**config.mk**
```make
export PLATFORM = sky130hd
export DESIGN_NAME = key_schedule_unit
export DESIGN_NICKNAME = d
export VERILOG_FILES = /design/src/rtl/key_schedule_unit_pkg.sv /design/src/rtl/aes_sbox.sv /design/src/rtl/key_schedule_unit.sv
export SDC_FILE = /design/constraint.sdc
export NUM_CORES = 2
export LEC_CHECK = 0
export BUFFER_PORTS_ARGS = -buffer_cell sky130_fd_sc_hd__buf_2
export CORE_UTILIZATION = 35
export DETAILED_ROUTE_END_ITERATION = 8
export PLACE_DENSITY = 0.47
export SLEW_MARGIN = 25
export SYNTH_ARGS = -nofsm -noshare
export SYNTH_HDL_FRONTEND = slang
export SYNTH_SLANG_ARGS = --single-unit
```
**constraint.sdc**
```tcl
create_clock -name clock -period 6.2 [get_ports clock]
set_input_delay 0.31 -clock clock [delete_from_list [all_inputs] [get_ports clock]]
set_output_delay 0.31 -clock clock [all_outputs]
set_load 0.02 [all_outputs]
```
**src/rtl/key_schedule_unit_pkg.sv**
```systemverilog
// ---------------------------------------------------------------------------
// key_schedule_unit_pkg
// Shared definitions for the AES-128 key expansion engine:
//   - ks_state_t : FSM encodings (KS_IDLE / KS_EXPAND / KS_READY)
//   - AES_NUM_ROUNDS, RCON_INIT, AES_POLY constants
//   - xtime()    : GF(2^8) multiply-by-2 used to advance the round constant
// ---------------------------------------------------------------------------
package key_schedule_unit_pkg;

    typedef enum logic [1:0] {
        KS_IDLE   = 2'd0,
        KS_EXPAND = 2'd1,
        KS_READY  = 2'd2
    } ks_state_t;

    localparam int         AES_NUM_ROUNDS = 10;
    localparam logic [7:0] RCON_INIT      = 8'h01;
    localparam logic [7:0] AES_POLY       = 8'h1b;

    // Shift left by one; reduce by the AES polynomial when the MSB falls out.
    function automatic logic [7:0] xtime(input logic [7:0] b);
        logic [7:0] s;
        s = {b[6:0], 1'b0};
        return b[7] ? (s ^ AES_POLY) : s;
    endfunction

endpackage

```
**src/rtl/aes_sbox.sv**
```systemverilog
// ---------------------------------------------------------------------------
// aes_sbox
// Combinational AES forward S-box (8-bit in, 8-bit out). Shared with the
// encryption datapath.
// Ports:
//   i_byte : input byte
//   o_byte : substituted byte
// ---------------------------------------------------------------------------
module aes_sbox (
    input  logic [7:0] i_byte,
    output logic [7:0] o_byte
);

    // Entry 0x00 sits in the most significant byte of the constant.
    localparam logic [2047:0] SBOX = {
        128'h637c777bf26b6fc53001672bfed7ab76,
        128'hca82c97dfa5947f0add4a2af9ca472c0,
        128'hb7fd9326363ff7cc34a5e5f171d83115,
        128'h04c723c31896059a071280e2eb27b275,
        128'h09832c1a1b6e5aa0523bd6b329e32f84,
        128'h53d100ed20fcb15b6acbbe394a4c58cf,
        128'hd0efaafb434d338545f9027f503c9fa8,
        128'h51a3408f929d38f5bcb6da2110fff3d2,
        128'hcd0c13ec5f974417c4a77e3d645d1973,
        128'h60814fdc222a908846eeb814de5e0bdb,
        128'he0323a0a4906245cc2d3ac629195e479,
        128'he7c8376d8dd54ea96c56f4ea657aae08,
        128'hba78252e1ca6b4c6e8dd741f4bbd8b8a,
        128'h703eb5664803f60e613557b986c11d9e,
        128'he1f8981169d98e949b1e87e9ce5528df,
        128'h8ca1890dbfe6426841992d0fb054bb16
    };

    // Entry b lives at bit offset (255-b)*8, and 255-b == ~b for a byte.
    logic [10:0] w_idx;
    assign w_idx  = {~i_byte, 3'b000};
    assign o_byte = SBOX[w_idx +: 8];

endmodule

```
**src/rtl/key_schedule_unit.sv**
```systemverilog
// ---------------------------------------------------------------------------
// key_schedule_unit
// Sequential AES-128 key expansion. A key_load pulse latches the cipher key
// as round key 0; round keys 1..10 are then produced one per clock and held
// in an 11-entry register file that the decryption datapath reads by index.
//
// Control: key_load is a single-cycle pulse with no back-pressure; it is
// accepted in every state and always restarts expansion from the new key.
// busy covers the expansion window, key_ready marks a complete key set;
// both are registered and mutually exclusive.
//
// Ports:
//   clock      : system clock, rising edge
//   reset      : synchronous active-high reset
//   key_load   : pulse, latch key and start expansion
//   key        : 128-bit cipher key (key[127:96] is word w0)
//   round_sel  : round key read index 0..10
//   round_key  : combinational read of slot round_sel, 0 when out of range
//   busy       : expansion in progress
//   key_ready  : all round keys valid
//   dbg_state  : current FSM state encoding
// ---------------------------------------------------------------------------
module key_schedule_unit
    import key_schedule_unit_pkg::*;
#(
    parameter int NUM_ROUNDS = AES_NUM_ROUNDS
) (
    input  logic         clock,
    input  logic         reset,
    input  logic         key_load,
    input  logic [127:0] key,
    input  logic [3:0]   round_sel,
    output logic [127:0] round_key,
    output logic         busy,
    output logic         key_ready,
    output logic [1:0]   dbg_state
);

    localparam logic [3:0] LAST_ROUND = 4'(NUM_ROUNDS);

    ks_state_t    r_state;
    logic [3:0]   r_round;
    logic [7:0]   r_rcon;
    logic [127:0] r_rk [0:NUM_ROUNDS];
    logic         r_busy;
    logic         r_ready;

    logic [127:0] w_prev;
    logic [31:0]  w_w0, w_w1, w_w2, w_w3;
    logic [31:0]  w_rot, w_sub, w_t;
    logic [31:0]  w_n0, w_n1, w_n2, w_n3;
    logic [127:0] w_next;

    // Previous round key rk[i-1]; r_round is 1..10 whenever it matters.
    always_comb begin
        w_prev = '0;
        for (int k = 0; k < NUM_ROUNDS; k++) begin
            if (r_round == 4'(k + 1)) begin
                w_prev = r_rk[k];
            end
        end
    end

    assign w_w0 = w_prev[127:96];
    assign w_w1 = w_prev[95:64];
    assign w_w2 = w_prev[63:32];
    assign w_w3 = w_prev[31:0];

    // RotWord: byte0 of w3 moves to the least significant position.
    assign w_rot = {w_w3[23:0], w_w3[31:24]};

    for (genvar g = 0; g < 4; g++) begin : g_subword
        aes_sbox u_sbox (
            .i_byte (w_rot[8*g +: 8]),
            .o_byte (w_sub[8*g +: 8])
        );
    end

    assign w_t    = w_sub ^ {r_rcon, 24'h0};
    assign w_n0   = w_w0 ^ w_t;
    assign w_n1   = w_w1 ^ w_n0;
    assign w_n2   = w_w2 ^ w_n1;
    assign w_n3   = w_w3 ^ w_n2;
    assign w_next = {w_n0, w_n1, w_n2, w_n3};

    always_ff @(posedge clock) begin
        if (reset) begin
            r_state <= KS_IDLE;
            r_round <= 4'd0;
            r_rcon  <= RCON_INIT;
            r_busy  <= 1'b0;
            r_ready <= 1'b0;
            for (int k = 0; k <= NUM_ROUNDS; k++) begin
                r_rk[k] <= '0;
            end
        end else if (key_load) begin
            // Same restart behaviour from IDLE, mid-expansion and READY.
            r_rk[0] <= key;
            r_round <= 4'd1;
            r_rcon  <= RCON_INIT;
            r_state <= KS_EXPAND;
            r_busy  <= 1'b1;
            r_ready <= 1'b0;
        end else begin
            case (r_state)
                KS_EXPAND: begin
                    for (int k = 1; k <= NUM_ROUNDS; k++) begin
                        if (r_round == 4'(k)) begin
                            r_rk[k] <= w_next;
                        end
                    end
                    r_rcon <= xtime(r_rcon);
                    if (r_round == LAST_ROUND) begin
                        r_state <= KS_READY;
                        r_busy  <= 1'b0;
                        r_ready <= 1'b1;
                    end else begin
                        r_round <= r_round + 4'd1;
                    end
                end
                default: begin
                    // IDLE and READY hold until the next key_load.
                end
            endcase
        end
    end

    always_comb begin
        round_key = '0;
        for (int k = 0; k <= NUM_ROUNDS; k++) begin
            if (round_sel == 4'(k)) begin
                round_key = r_rk[k];
            end
        end
    end

    assign busy      = r_busy;
    assign key_ready = r_ready;
    assign dbg_state = r_state;

endmodule
```
==> results by group <==
Critical path
  – Critical path required time: 6.78 ns
  – Worst setup SP type: flip-flop
  – Setup Crit Path Kind: reg -> reg
  – Reg2reg setup slack: 0.003 ns
  – Critical Path Max Stage Delay: between 0.4 and 0.5 ns
  – CP arrival: 6.78 ns
  – Setup crit end: r_rk[6][70]$_SDFFCE_PN0P_
  – Crit path from: r_round[1]$_SDFFE_PP0P_
  – CP Capture Type: flip-flop
  – Critical Path Most Common Cell: buf_4
  – R2R cell count: 23
  – Worst path cell trace: ha_4, buf_4, nor2b_1, a211oi_1, a32oi_1, o32ai_4, buf_4, buf_4, ha_1, inv_1, a21oi_1, buf_4, o21a_1, a31oi_1, a21oi_1, nand4b_1, nand4_1, buf_4, xor2_2, buf_12, xor2_1, buf_4, nor2_1
  – Reg-to-reg startpoint: r_round[1]$_SDFFE_PP0P_
  – Reg2reg end: r_rk[6][70]$_SDFFCE_PN0P_
  – Slowest CP cell: dfxtp_1
  – Max Fanout on Critical Path: 28

Placement
  – Placer Congestion: just under 1
  – IO Port Bufs: ~270
  – Placed instance area: 95,500 µm²
  – Placed insts: approximately 12,000
  – Post-Place Worst Slack: -0.270 ns
  – Post-DP HPWL: 325 mm

Detailed routing
  – Routed wire length: 502 mm
  – Vias per inst: just under 7
  – Initial DRC count: 14,400
  – 1st-pass router iterations: 9
  – Drt drc: 0
  – Final ANT Viol Nets: 0
  – DR WL/cell: between 30 and 40 µm
  – Total number of vias: ~86,000

Synth
  – Largest family of logic cells by synthesized area: compound AO/OA/AOI/OAI gates
  – Post-synthesis xor/xnor area fraction: approximately 2.8%
  – Top post-synthesis cells by area: edfxtp_1 50%, nor2_1 8.1%, a21oi_1 3.7%
  – Post-synth EDFFs: between 1,000 and 1,500
  – Top cell type's share of synthesized area: 49.8%
  – Cell taking the most area after synthesis: edfxtp_1
  – Simple-gate share of the synthesized area: 15.7%
  – Seq/Total Area, Yosys: roughly 50%
  – Async SR Flop Fraction: 0%
  – Post-Syn Nets: 9,023
  – Distinct cells, synth: 121
  – Complex-gate fraction of the synthesized area: 25.0%
  – Mapped Area: 84,900 µm²
  – Mux cell area share after synthesis: less than 1%
  – Adder-cell area share of the yosys netlist: 0.899%
  – Ys Warns: 0
  – Yosys reg bits: 1,422
  – Avg Cell Area, Syn: 9.62 µm²
  – Syn Inst Count: 8,827
  – Dominant synthesized flop cell: edfxtp_1

Layout
  – P&R area growth vs syn: 20.4%
  – Proportion of layout cells with a drive suffix above 1: 17.8%
  – Layout Cells excl Fill: 12,700
  – Fillers: 23,500
  – Final Instance Area: 102,000 µm²
  – Post-layout nets: 9,609

Timing
  – Tcrit/Tclk final: 99.9%
  – F_max: 161 MHz
  – Relative slew slack: 12.9%
  – Worst Skew: 0.114 ns
  – Setup TNS: 0 ns
  – Tmin final: 6.20 ns
  – Worst setup margin: 0.00310 ns
  – Final setup fails: 0
  – Final count of hold timing violations: 0
  – RSZ-0062 raised after global routing: no
  – Pins Over Slew Limit: 0
  – Slew @ Worst Pin: 1.29 ns

Power and ir drop
  – P per Cell Area: 300 nW/µm²
  – Peak VDD IR: 0.231 mV
  – Leak Pwr: about 37 nW

Clock tree
  – Clk root buf: clkbuf_16
  – Clock sinks: around 1,400
  – Clk Latency, worst-skew pair: 0.89 ns
  – Clock transition at the registers of the reported paths: around 0.06 ns
  – Clk buf depth: 3
  – CTS buffer count: ~170
  – H-tree depth: 4
  – CTS tree: yes

Global route
  – First-pass GRT wire length: 680 mm
  – GRT Util Overall: between 30% and 40%
  – Largest net degree at the start of global routing: 95
  – Total grt overflow: 0
  – Vias in the first global route: between 80,000 and 90,000
  – Initial antenna violation count: 18

Worst hold path
  – HP Start: key[123]
  – Worst Hold Class: in -> reg

Status
  – Outcome: completed

Floorplan
  – Core Rows: 180
  – Die width: a little under 500 µm
  – Die ar.: 245,000 µm²
  – DIE HEIGHT: 495 µm
  – Area of the core: 241,000 µm²
  – Ports: 267
  – Initial Util: 35.2%

Flow run
  – Max Cap Violations: 0
==> kinds of logic (layout without fill, tap and decap cells) <==
group	count (synthesis)	count (layout)
AOI/OAI and AO/OA	3068	3068
and+or+nand+nor	3066	3066
DFF	1422	1422
buffers and inverters	979	1696
xor gates and xnor gates	204	204
adders and majority gates	61	61
muxes	27	27
other	0	10
==> registers in the layout, indices dropped and copies added, names as in the netlist <==
name	count
r_rk	1408
r_rcon	8
r_round	4
busy	1
key_ready	1
==> area by class of cell <==
| type | instances | area (µm²) | share of cell area [%] |
|---|---|---|---|
| Clock buffer | 210 | 4340 | 4.24 |
| Antenna cell | 10 | 25.0 | 0.0245 |
| Clock inverter | 90 | 917 | 0.897 |
| Inverter | 65 | 244 | 0.239 |
| Timing Repair Buffer | 1331 | 11400 | 11.2 |
| Tap cell | 3185 | 3990 | 3.90 |
| Multi-Input combinational cell | 6426 | 38800 | 37.9 |
| Sequential cell | 1422 | 42600 | 41.6 |
==> per-layer routing <==
metal  track usage [%]  vias up  routed length [µm]
met5                 0        -                  38
met4              20.2        6               29400
met3              8.22     1216               55900
met2              60.9     6470              220000
met1              53.2    43300              197000
li1                  -    34800                   -
==> layout by cell type, fill, tap and decap left out, drive strengths merged, types with 56 or more instances in the layout <==
cell,count
o211ai,188
xnor2,146
o311ai,63
inv,66
ha,61
a211oi,204
clkbuf,211
dlygate4sd3,127
a22oi,357
o22ai,67
a221oi,170
clkinv,80
buf,1203
o21ai,536
nor3,149
a311oi,76
edfxtp,1408
a222oi,104
nand3,163
a221o,56
a21oi,636
nand2,498
xor2,58
nor2,1835
and2,142
a31oi,195
==> critical path, delay by kind of cell (launching register included) <==
family	cells	cell delay, ns
buffers and inverters	8	1.97
AOI/OAI and AO/OA	7	1.63
and+or+nand+nor	4	0.68
xor gates and xnor gates	2	0.63
adders and majority gates	2	0.51
DFF	1	0.47
==> Yosys cell counts, types with 55 or more instances <==
cell and number:
a221o_1 56, o21ai_0 514, a311oi_1 75, a222oi_1 104, nand2_1 494, a221oi_1 168
xnor2_1 93, a22oi_1 356, a31oi_1 192, a21oi_1 633, edfxtp_1 1408, o211ai_1 186
and2_1 142, inv_1 55, clkbuf_1 549, o22ai_1 67, a211oi_1 197, buf_2 224
ha_1 61, nor3_1 134, buf_1 72, nand3_1 162, nor2_1 1827
==> stage by stage <==
| stage | total power [W] | hold WS, ns | utilization [%] |
|---|---|---|---|
| 2_1_floorplan | 0.0155 | 0.426 | - |
| 3_3_place_gp | 0.0207 | 0.477 | 39.6 |
| 3_5_place_dp | 0.0207 | 0.479 | 39.6 |
| 4_1_cts | 0.0304 | 0.00833 | 42.4 |
| 5_1_grt | 0.0313 | 0.0185 | 42.4 |
| 6_report | 0.0307 | 0.0520 | 42.4 |
==> worst min-delay path by stage <==
| stage | slack, ns | cells after the start | end |
|---|---|---|---|
| floorplan | 0.43 | 2 | busy$_SDFFE_PP0P_ |
| finish | 0.05 | 2 | r_rk[0][123]$_SDFFCE_PN0P_ |
| CTS | 0.008 | 2 | r_rk[0][123]$_SDFFCE_PN0P_ |
| global route | 0.02 | 2 | r_rk[0][123]$_SDFFCE_PN0P_ |
| global placement | 0.48 | 2 | r_rcon[6]$_SDFFE_PP0P_ |
| detailed placement | 0.48 | 2 | r_rcon[7]$_SDFFE_PP0P_ |
==> report_power, final <==
part,leakage (nW),internal [W],switching (W)
combinational,20.2,0.00315,0.00631
sequential,14.7,0.0111,0.000314
clock,2.53,0.00531,0.00444
==> timing repair <==
action | in CTS | in global routing
resized for setup | 8 | 26
endpoints found under the hold margin | 128 | 0
setup buffers | 0 | 5
pin swaps | 0 | 3
hold buffers | 127 | 0
setup endpoints to repair | 152 | 665
No activity file was read; power rests on OpenSTA's default activity.
